$ cat config.mk
export PLATFORM = sky130hd
export DESIGN_NAME = seq_alu
export DESIGN_NICKNAME = d
export VERILOG_FILES = /design/src/rtl/seq_alu.sv
export SDC_FILE = /design/constraint.sdc
export NUM_CORES = 1
export LEC_CHECK = 0
export CAP_MARGIN = 20
export CORE_UTILIZATION = 67
export CTS_CLUSTER_DIAMETER = 30
export CTS_CLUSTER_SIZE = 16
export DETAILED_ROUTE_END_ITERATION = 16
export GPL_TIMING_DRIVEN = 0
export PLACE_DENSITY = 0.94
export SLEW_MARGIN = 20
export SYNTH_ARGS = -nofsm -noshare
export SYNTH_HDL_FRONTEND = slang
export SYNTH_SLANG_ARGS = --single-unit
$ cat constraint.sdc
create_clock -name clk -period 9.65 [get_ports clk]
set_clock_uncertainty 0.2 [all_clocks]
set_input_delay 1.4475 -clock clk [delete_from_list [all_inputs] [get_ports clk]]
set_output_delay 1.4475 -clock clk [all_outputs]
set_load 0.01 [all_outputs]
$ cat src/rtl/seq_alu.sv
// seq_alu: multi-cycle EX-stage ALU. Logic/arith/shift/compare ops take one cycle; MUL (shift-add) and DIV (restoring) iterate WIDTH cycles.
// Optional macro SEQ_ALU_HI_RESULT_EN drives ALU_result_hi with the high product half / remainder; otherwise it is tied to 0.
module seq_alu #(
  parameter int WIDTH = 32,
  parameter int CNT_W = $clog2(WIDTH) + 1
) (
  input  logic                     clk,
  input  logic                     reset_n,
  input  logic                     ALU_start,
  input  logic [3:0]               ALU_control,
  input  logic [WIDTH-1:0]         ALU_operand_1,
  input  logic [WIDTH-1:0]         ALU_operand_2,
  input  logic [$clog2(WIDTH)-1:0] ALU_shamt,
  output logic                     ALU_busy,
  output logic                     ALU_done,
  output logic [WIDTH-1:0]         ALU_result,
  output logic [WIDTH-1:0]         ALU_result_hi,
  output logic [7:0]               ALU_status
);

  localparam logic [3:0] OP_AND = 4'b0000;
  localparam logic [3:0] OP_OR  = 4'b0001;
  localparam logic [3:0] OP_ADD = 4'b0010;
  localparam logic [3:0] OP_MUL = 4'b0011;
  localparam logic [3:0] OP_DIV = 4'b0100;
  localparam logic [3:0] OP_SUB = 4'b0110;
  localparam logic [3:0] OP_SLT = 4'b0111;
  localparam logic [3:0] OP_NOR = 4'b1100;
  localparam logic [3:0] OP_SLL = 4'b1110;
  localparam logic [3:0] OP_SRL = 4'b1111;

  // Handshake: ALU_start is accepted whenever ALU_busy=0 (IDLE or DONE); ALU_done pulses
  // for one cycle exactly when result/result_hi/status update. There is no backpressure.
  typedef enum logic [1:0] {S_IDLE, S_MUL, S_DIV, S_DONE} state_t;
  state_t state_q, state_d;

  logic [CNT_W-1:0] cnt_q;
  logic [WIDTH-1:0] acc_hi_q, acc_lo_q, opnd_q;
  logic             accept, launch_mul, launch_div, launch_iter, iterating, iter_last;

  assign accept      = ALU_start && ((state_q == S_IDLE) || (state_q == S_DONE));
  assign launch_mul  = (ALU_control == OP_MUL);
  assign launch_div  = (ALU_control == OP_DIV) && (ALU_operand_2 != '0);
  assign launch_iter = launch_mul || launch_div;
  assign iterating   = (state_q == S_MUL) || (state_q == S_DIV);
  assign iter_last   = iterating && (cnt_q == '0);

  function automatic logic [7:0] flags(input logic [WIDTH-1:0] r, input logic ovf,
                                       input logic cy, input logic dz);
    return {r == '0, ovf, cy, r[WIDTH-1], r[1] | r[0], dz, 2'b00};
  endfunction

  // Single-cycle datapath; shifts act on operand 1.
  logic [WIDTH:0]   add_sum, sub_diff;
  logic [WIDTH-1:0] sc_res;
  logic [7:0]       sc_status;
  logic             sc_carry, sc_ovf, sc_divz, sc_known;

  always_comb begin
    sc_res   = '0;
    sc_carry = 1'b0;
    sc_ovf   = 1'b0;
    sc_divz  = 1'b0;
    sc_known = 1'b1;
    add_sum  = {1'b0, ALU_operand_1} + {1'b0, ALU_operand_2};
    sub_diff = {1'b0, ALU_operand_1} - {1'b0, ALU_operand_2};
    case (ALU_control)
      OP_AND: sc_res = ALU_operand_1 & ALU_operand_2;
      OP_OR:  sc_res = ALU_operand_1 | ALU_operand_2;
      OP_NOR: sc_res = ~(ALU_operand_1 | ALU_operand_2);
      OP_SLL: sc_res = ALU_operand_1 << ALU_shamt;
      OP_SRL: sc_res = ALU_operand_1 >> ALU_shamt;
      OP_SLT: sc_res = {{(WIDTH-1){1'b0}}, sub_diff[WIDTH]};
      OP_ADD: begin
        sc_res   = add_sum[WIDTH-1:0];
        sc_carry = add_sum[WIDTH];
        sc_ovf   = (ALU_operand_1[WIDTH-1] == ALU_operand_2[WIDTH-1]) &&
                   (add_sum[WIDTH-1] != ALU_operand_1[WIDTH-1]);
      end
      OP_SUB: begin
        sc_res   = sub_diff[WIDTH-1:0];
        sc_carry = sub_diff[WIDTH];
        sc_ovf   = (ALU_operand_1[WIDTH-1] != ALU_operand_2[WIDTH-1]) &&
                   (sub_diff[WIDTH-1] != ALU_operand_1[WIDTH-1]);
      end
      // Only divide-by-zero completes here; a non-zero divisor takes the iterative path.
      OP_DIV: begin
        sc_res  = '1;
        sc_divz = 1'b1;
      end
      default: sc_known = 1'b0;
    endcase
    sc_status = sc_known ? flags(sc_res, sc_ovf, sc_carry, sc_divz) : 8'h00;
  end

  // One iteration step: MUL shifts {acc_hi,acc_lo} right after a conditional add;
  // DIV shifts left and keeps the trial subtraction when it does not go negative.
  logic [WIDTH:0]   mul_sum, div_shift, div_trial;
  logic [WIDTH-1:0] step_hi, step_lo;

  always_comb begin
    mul_sum   = {1'b0, acc_hi_q} + (acc_lo_q[0] ? {1'b0, opnd_q} : '0);
    div_shift = {acc_hi_q, acc_lo_q[WIDTH-1]};
    div_trial = div_shift - {1'b0, opnd_q};
    if (state_q == S_MUL) begin
      step_hi = mul_sum[WIDTH:1];
      step_lo = {mul_sum[0], acc_lo_q[WIDTH-1:1]};
    end else begin
      step_hi = div_trial[WIDTH] ? div_shift[WIDTH-1:0] : div_trial[WIDTH-1:0];
      step_lo = {acc_lo_q[WIDTH-2:0], ~div_trial[WIDTH]};
    end
  end

  always_ff @(posedge clk) begin
    if (!reset_n) state_q <= S_IDLE;
    else          state_q <= state_d;
  end

  always_comb begin
    state_d = state_q;
    case (state_q)
      S_IDLE, S_DONE: begin
        if (!ALU_start)      state_d = S_IDLE;
        else if (launch_mul) state_d = S_MUL;
        else if (launch_div) state_d = S_DIV;
        else                 state_d = S_DONE;
      end
      S_MUL, S_DIV: if (cnt_q == '0) state_d = S_DONE;
      default: state_d = S_IDLE;
    endcase
  end

  always_comb begin
    ALU_busy = iterating;
    ALU_done = (state_q == S_DONE);
  end

  always_ff @(posedge clk) begin
    if (!reset_n) begin
      cnt_q      <= '0;
      acc_hi_q   <= '0;
      acc_lo_q   <= '0;
      opnd_q     <= '0;
      ALU_result <= '0;
      ALU_status <= '0;
    end else if (accept) begin
      if (launch_mul) begin
        opnd_q   <= ALU_operand_1;
        acc_lo_q <= ALU_operand_2;
        acc_hi_q <= '0;
        cnt_q    <= CNT_W'(WIDTH - 1);
      end else if (launch_div) begin
        opnd_q   <= ALU_operand_2;
        acc_lo_q <= ALU_operand_1;
        acc_hi_q <= '0;
        cnt_q    <= CNT_W'(WIDTH - 1);
      end else begin
        ALU_result <= sc_res;
        ALU_status <= sc_status;
      end
    end else if (iterating) begin
      acc_hi_q <= step_hi;
      acc_lo_q <= step_lo;
      cnt_q    <= cnt_q - CNT_W'(1);
      if (iter_last) begin
        ALU_result <= step_lo;
        ALU_status <= flags(step_lo, 1'b0, 1'b0, 1'b0);
      end
    end
  end

`ifdef SEQ_ALU_HI_RESULT_EN
  logic [WIDTH-1:0] result_hi_q;

  always_ff @(posedge clk) begin
    if (!reset_n)                    result_hi_q <= '0;
    else if (accept && !launch_iter) result_hi_q <= (ALU_control == OP_DIV) ? ALU_operand_1 : '0;
    else if (iter_last)              result_hi_q <= step_hi;
  end

  assign ALU_result_hi = result_hi_q;
`else
  assign ALU_result_hi = '0;
`endif

endmodule

==> flow_summary.yaml, run 1 <==
clock_network:
  cts_setup_buffers: 0
  cts.repair.resized: 0
  ctsHoldBuffers: 0
  cts.htree.levels: 4
  clk_path_buf_depth: 2
  clkSinkCount: 142
  cts_buffers: 17
  root_buffer: "clkbuf_16"
synth:
  synth_top_area_frac: 0.137
  yosys.area.top_type: "dfxtp_1"
  syn_avg_cell_area_um2: 7.17
  synth_cell_types: 89
  yosysSeqAreaShare: 0.137
  syn_inst: 2885
  syn-cell-area_um2: 20700
  synth_warnings: 0
  ys.flop_type: "dfxtp_1"
  synth_enable_flop_cells: 0
  synthArstFlopShare: 0
  ys_top_cells_by_area: "dfxtp_1 14%, ha_1 10%, nor2_1 6.9%"
  synth_seq_cells: 142
floorplan:
  row_count: 63
  ioPinCount: 150
  die_w_um: 178
  start_util: 0.688
  dieHeight_um: 178
global_route:
  grt_pass1_vias: 27400
  grt_max_degree: 17
  grt_pass1_wl_um: 163000
  grt_overflow: 97
  grt_usage: 0.676
placement:
  place_area_um2: 22400
  finalWeightedCongestion: 1.54
  pre_cts_ws_ns: 2.69
  dpl.hpwl_um: 71500
  io_buffers: 112
status:
  outcome: "did not finish"
  tool.error: "[ERROR GRT-0116] Global routing finished with congestion. Check the congestion regions in the DRC Viewer."
  haltStage: "5_1_grt"
[routing by layer]
layer	global-route usage	GRT overflow
met5	0.248	0
met4	0.614	39
met3	0.529	0
met2	0.843	57
met1	0.689	1
[through the flow]
stage           util  instances  hold WS (ns)
2_1_floorplan      -       2918         0.256
3_5_place_dp   0.746       3420         0.246
3_3_place_gp   0.746       3420         0.242
4_1_cts        0.766       3452         0.263
[kinds of logic after synthesis]
group	share of synthesized area
AND/OR/NAND/NOR	0.217
AO/OA/AOI/OAI	0.299
adder cells (fa/ha/maj)	0.108
buffers and inverters	0.0908
other	0.000181
multiplexers	0.120
XOR/XNOR	0.0275
flip-flops	0.137
[Yosys cell counts, drive strengths merged (48+ instances only)]
library cell	number
inv	161
a21oi	234
mux2i	85
clkbuf	159
a311oi	50
nor2	381
mux4	52
ha	172
a21o	55
a211oi	68
o21ai	174
nor3	73
nand2	253
nand3	48
dfxtp	142
buf	103
==> run 2: changes to the inputs <==
CORE_UTILIZATION = 40   (was 67)
CTS_CLUSTER_DIAMETER = default   (was 30)
CTS_CLUSTER_SIZE = default   (was 16)
PLACE_DENSITY = default   (was 0.94)
PLACE_DENSITY_LB_ADDON = 0.15   (was default)
==> run 2 against run 1 <==
Effect of this change:
- the flow now finishes without violations
- synthesized cell count is the same
- synthesized area unchanged
==> flow_summary.yaml, run 2 <==
clock_network:
  ctsHoldBuffers: 0
  clkSinkCount: 142
  root_buffer: "clkbuf_16"
  cts.htree.levels: 4
  clk_path_buf_depth: 2
  clk_latency_ns: 0.44
  clkTransAtPathRegs_ns: 0.07
  cts.repair.resized: 0
  cts_buffers: 17
  cts_setup_buffers: 0
  cts_tree: "yes"
layout:
  multi_input_area_um2: 16100
  nets: 3305
  mostFrequentLayoutCells: "381 x nor2_1, 253 x nand2_1, 234 x a21oi_1"
  layout_commonest_cell: "nor2_1"
  seq_area_um2: 2840
  drive_gt1_frac: 0.0815
  fillers: 5267
  synthToLayoutAreaGrowth_pct: 13.1
floorplan:
  ioPinCount: 150
  die_area_um2: 52600
  dieHeight_um: 229
  core_area_um2: 50600
  start_util: 0.409
  die_w_um: 229
  row_count: 82
hold_path:
  hp-class: "register to register"
flow_run:
  max_cap_viol_count: 0
worst_setup_path:
  crit_required_ns: 9.82
  path_class: "input port to register"
  end_kind: "register"
  cp_common_cell: "nand2_1"
  critical_path.max_fanout: 10
  worst_setup_path_start_kind: "input port"
  path_cells: "clkdlybuf4s50_1 > clkbuf_1 > inv_1 > ha_1 > clkbuf_1 > nand2_1 > nor2_1 > nand2_1 > a2111oi_1 > o21ai_0 > nand2b_1 > o221ai_1 > a211oi_1 > o211ai_1 > nor4_1 > nand4_1 > nand2_1"
  arrival_ns: 7.88
  cp_slowest_cell: "clkbuf_1"
  max_stage_delay_ns: 0.92
global_route:
  grt_pass1_vias: 23600
  grt_overflow: 0
  grt_usage: 0.436
  grt_pass1_wl_um: 167000
  grt_max_degree: 17
  antenna_found_initial: 12
detailed_routing:
  wl_um: 119000
  drt_iter0_markers: 3975
  ant_nets: 0
  avgRoutedWirePerCell_um: 31.8
  post-route-drc-count: 0
  route.vias.total: 25600
  routed_via_density: 6.84
  first_pass_iters: 8
power:
  p_clk_frac: 0.110
  p_switching_w: 0.00313
  switching_share: 0.526
  p_seq_frac: 0.163
  vdd_ir_drop_max_mv: 0.231
  intPower_w: 0.00282
  leakagePower_nw: 9.69
  p_per_area_nw_per_um2: 254
  comb_power_share: 0.728
timing:
  period_needed_ns: 7.71
  drv_slew: 0
  worst_pin_slew_ns: 1.34
  hold_violations: 0
  finalSetupTns_ns: 0
  finalCritPeriodShare: 0.799
  setup_violations: 0
  fin_ws_ns: 1.94
  relSlewSlack: 0.105
  rsz0062_at_grt: "no"
  fmax_mhz: 130
synth:
  synth_warnings: 0
  synth_top_area_frac: 0.137
  yosys.area.top_type: "dfxtp_1"
  ys_top_cells_by_area: "dfxtp_1 14%, ha_1 10%, nor2_1 6.9%"
  synth_seq_cells: 142
  syn-cell-area_um2: 20700
  syn_avg_cell_area_um2: 7.17
  synth_enable_flop_cells: 0
  synth.most_common_cell: "nor2_1"
  yosysSeqAreaShare: 0.137
  synth_common_cells: "381 x nor2_1, 253 x nand2_1, 234 x a21oi_1"
  ys.flop_type: "dfxtp_1"
  synthArstFlopShare: 0
  synth_cell_types: 89
  syn_inst: 2885
placement:
  finalWeightedCongestion: 1.13
  io_buffers: 112
  pre_cts_ws_ns: 1.95
  dpl.hpwl_um: 94200
status:
  outcome: "complete, no violations"
==> run 2: cell counts after synthesis <==
No cell type changed its count.
==> run 2: cells by family after synthesis <==
logic type                 synth area share
and+or+nand+nor                       0.217
DFF                                   0.137
adders and majority gates             0.108
AOI/OAI and AO/OA                     0.299
xor gates and xnor gates             0.0275
other                              0.000181
muxes                                 0.120
buffers and inverters                0.0908
==> run 2: cell type report <==
cell class | count | area share
timing repair buffer | 116 | 0.0491
buffer | 262 | 0.0542
clock inverter | 14 | 0.00541
sequential | 142 | 0.122
multi-input combinational | 2351 | 0.688
tap | 672 | 0.0360
antenna | 6 | 0.000642
clock buffer | 18 | 0.0188
inverter | 163 | 0.0262
==> run 2: power by group through the flow <==
| stage | Clock [W] | Sequential, W | Combinational (W) |
|---|---|---|---|
| 2_1_floorplan | 0 | 0.000937 | 0.00293 |
| 3_3_place_gp | 0 | 0.000966 | 0.00415 |
| 3_5_place_dp | 0 | 0.000968 | 0.00418 |
| 4_1_cts | 0.000649 | 0.000958 | 0.00421 |
| 5_1_grt | 0.000674 | 0.000985 | 0.00463 |
| 6_report | 0.000654 | 0.000967 | 0.00433 |
==> run 2: worst max-delay path, delay by kind of cell <==
| family | cells | cell delay (ns) |
|---|---|---|
| buffers and inverters | 4 | 2.64 |
| AO/OA/AOI/OAI | 5 | 2.11 |
| AND/OR/NAND/NOR | 7 | 1.18 |
| adder cells (fa/ha/maj) | 1 | 0.47 |
==> run 2: worst paths after layout <==
path                                         from             to  slack (ns)  cells after the start
worst max-delay path            ALU_operand_1[18]  ALU_status[7]        1.94                     17
worst min-delay path                ALU_status[4]  ALU_status[4]        0.26                      2
worst max register to register        acc_lo_q[0]   acc_hi_q[29]        4.36                     16
worst min register to register      ALU_status[4]  ALU_status[4]        0.26                      2
==> run 2: through the flow <==
step / cell area [um^2] / util / instances / hold WS, ns / total power [W]
5_1_grt: 23400 / 0.462 / 3739 / 0.279 / 0.00628
6_report: 23400 / 0.462 / 3744 / 0.260 / 0.00595
3_5_place_dp: 22800 / 0.450 / 3704 / 0.253 / 0.00515
3_3_place_gp: 22800 / 0.450 / 3702 / 0.246 / 0.00511
2_1_floorplan: 20800 / - / 2918 / 0.256 / 0.00387
4_1_cts: 23300 / 0.462 / 3736 / 0.262 / 0.00582
==> run 2: routing by layer <==
| layer | part of all wire | track usage |
|---|---|---|
| met4 | 0.075 | 0.269 |
| met3 | 0.14 | 0.136 |
| met1 | 0.39 | 0.572 |
| met2 | 0.40 | 0.616 |
| met5 | 0.00034 | 0 |
Power figures use the tool's default switching activity.
==> run 3: changes to the inputs <==
clock period = 7.25 ns   (was 9.65 ns; I/O delays follow)
==> run 3 against run 2 <==
Effect of this change:
- via count is essentially flat
- count of clock-buffer cells in the layout unchanged
- flip-flop and latch count is the same
- sequential power rose by 33%
- largest cell class unchanged
==> flow_summary.yaml, run 3 (synthesis results as in run 2) <==
layout:
  postLayoutCoreUtil: 0.462
  nets: 3305
  fin_area_um2: 23400
  drive_gt1_frac: 0.0819
  mostFrequentLayoutCells: "381 x nor2_1, 253 x nand2_1, 234 x a21oi_1"
  synthToLayoutAreaGrowth_pct: 13.1
  finalNonFillerCells: 3741
  layout_commonest_cell: "nor2_1"
worst_setup_path:
  crit_required_ns: 7.42
  path_cells: "clkdlybuf4s50_1 > clkdlybuf4s15_1 > inv_1 > ha_1 > buf_2 > nor4_1 > and2_1 > nand3_1 > a211oi_1 > nor3b_1 > o41a_1 > a31oi_1 > and2_1 > and4b_1 > nand4_1 > nand2_1"
  cp.depth: 16
  r2r_cells: 16
  worst_setup_path_start_kind: "input port"
  cp-endpoint: "ALU_status[7]"
  cp_top_family: "buffers and inverters"
  arrival_ns: 7.38
  max_stage_delay_ns: 0.97
  rr_endpoint: "acc_hi_q[29]"
  worstPathBufferInverterCount: 4
  crit_start: "ALU_operand_1[11]"
  cp_slowest_cell: "clkdlybuf4s15_1"
  path_class: "input port to register"
  r2r_slack_ns: 1.97
  cp_common_cell: "and2_1"
  worstReg2RegStart: "acc_lo_q[0]"
  end_kind: "register"
  critical_path.max_fanout: 10
floorplan:
  dieHeight_um: 229
  die_w_um: 229
  row_count: 82
  ioPinCount: 150
  core_area_um2: 50600
  die_area_um2: 52600
  start_util: 0.409
hold_path:
  hold_path_depth: 2
  hp-class: "register to register"
clock_network:
  cts.htree.levels: 4
  clkTransAtPathRegs_ns: 0.07
  cts_tree: "yes"
  root_buffer: "clkbuf_16"
  cts_buffers: 17
  clk_latency_ns: 0.44
  clkSinkCount: 142
  clk_path_buf_depth: 2
placement:
  io_buffers: 112
  dp_cells: 3704
  finalWeightedCongestion: 1.13
  dpl.hpwl_um: 94200
  place_area_um2: 22800
detailed_routing:
  ant_nets: 0
  first_pass_iters: 9
  post-route-drc-count: 0
  routed_via_density: 6.85
  avgRoutedWirePerCell_um: 31.8
  drt_iter0_markers: 3995
  wl_um: 119000
  route.vias.total: 25600
status:
  outcome: "complete, no violations"
timing:
  setup_violations: 0
  rsz0062_at_grt: "no"
  relSlewSlack: 0.0915
  fmax_mhz: 139
  hold_violations: 0
  finalCritPeriodShare: 0.994
  worst_pin_slew_ns: 1.36
  period_needed_ns: 7.21
  finalSetupTns_ns: 0
  drv_slew: 0
global_route:
  grt_overflow: 0
  grt_pass1_wl_um: 167000
  grt_usage: 0.436
  grt_pass1_vias: 23600
  grt_max_degree: 17
  antenna_found_initial: 12
power:
  p_per_area_nw_per_um2: 339
  finalPower_w: 0.00791
  leakagePower_nw: 9.70
  vdd_ir_drop_max_mv: 0.308
flow_run:
  max_cap_viol_count: 0
## run 3: cell count changes in the layout (fill, tap and decap cells not counted)
cell             delta
clkbuf_1            -2
diode_2             -3
clkbuf_2            +1
clkdlybuf4s15_1     +1
## run 3: what timing repair did
item	4_1_cts	5_1_grt
hold buffers	0	0
setup buffers	0	0
gates resized for setup	0	5
setup endpoints to repair	0	1
## run 3: worst min-delay path by stage
stage | startpoint | to | slack [ns]
2_1_floorplan | acc_hi_q[14] | acc_hi_q[14] | 0.26
3_3_place_gp | ALU_result[21] | ALU_result[21] | 0.25
3_5_place_dp | ALU_status[4] | ALU_status[4] | 0.25
4_1_cts | ALU_status[4] | ALU_status[4] | 0.26
5_1_grt | ALU_result[31] | ALU_result[31] | 0.28
6_report | ALU_status[4] | ALU_status[4] | 0.26
## run 3: through the flow
step                setup WS, ns  hold slack [ns]
finish                    0.0447            0.260
global route              0.0131            0.279
CTS                        0.345            0.262
detailed placement       -0.0945            0.253
global placement          -0.486            0.246
floorplan                   2.73            0.256
## run 3: final cells by class
class / instances / area, um^2
fill: 5266 / 27200
multi-input combinational: 2351 / 16100
sequential: 142 / 2840
buffer: 262 / 1270
timing repair buffer: 116 / 1150
tap: 672 / 841
inverter: 163 / 612
clock buffer: 18 / 439
clock inverter: 14 / 126
antenna: 3 / 7.51
## run 3: power by group
group,internal [W],leakage [nW],switching [W]
clock network,0.000460,0.270,0.000411
logic,0.00225,8.27,0.00351
registers,0.00104,1.16,0.000243
## run 3: routing by layer
metal,vias to the layer above,global-route usage,part of all wire
li1,10900,-,-
met3,500,0.136,0.13
met2,1939,0.616,0.40
met4,6,0.269,0.075
met1,12300,0.572,0.39
met5,-,0,0.00036
## run 3: worst register-to-register path: stages (launching register included)
cell and delay (ns):
dfxtp_1 0.43, clkbuf_1 0.30, and2_1 0.23, ha_1 0.21, fa_1 0.47, a211oi_1 0.40, o211ai_1 0.25, a311oi_1 0.61
o31ai_1 0.27, a41o_1 0.34, o21ai_1 0.26, o21ai_0 0.24, a21o_1 0.24, a21oi_1 0.22, xor2_1 0.19, a21oi_1 0.10
a22o_1 0.23
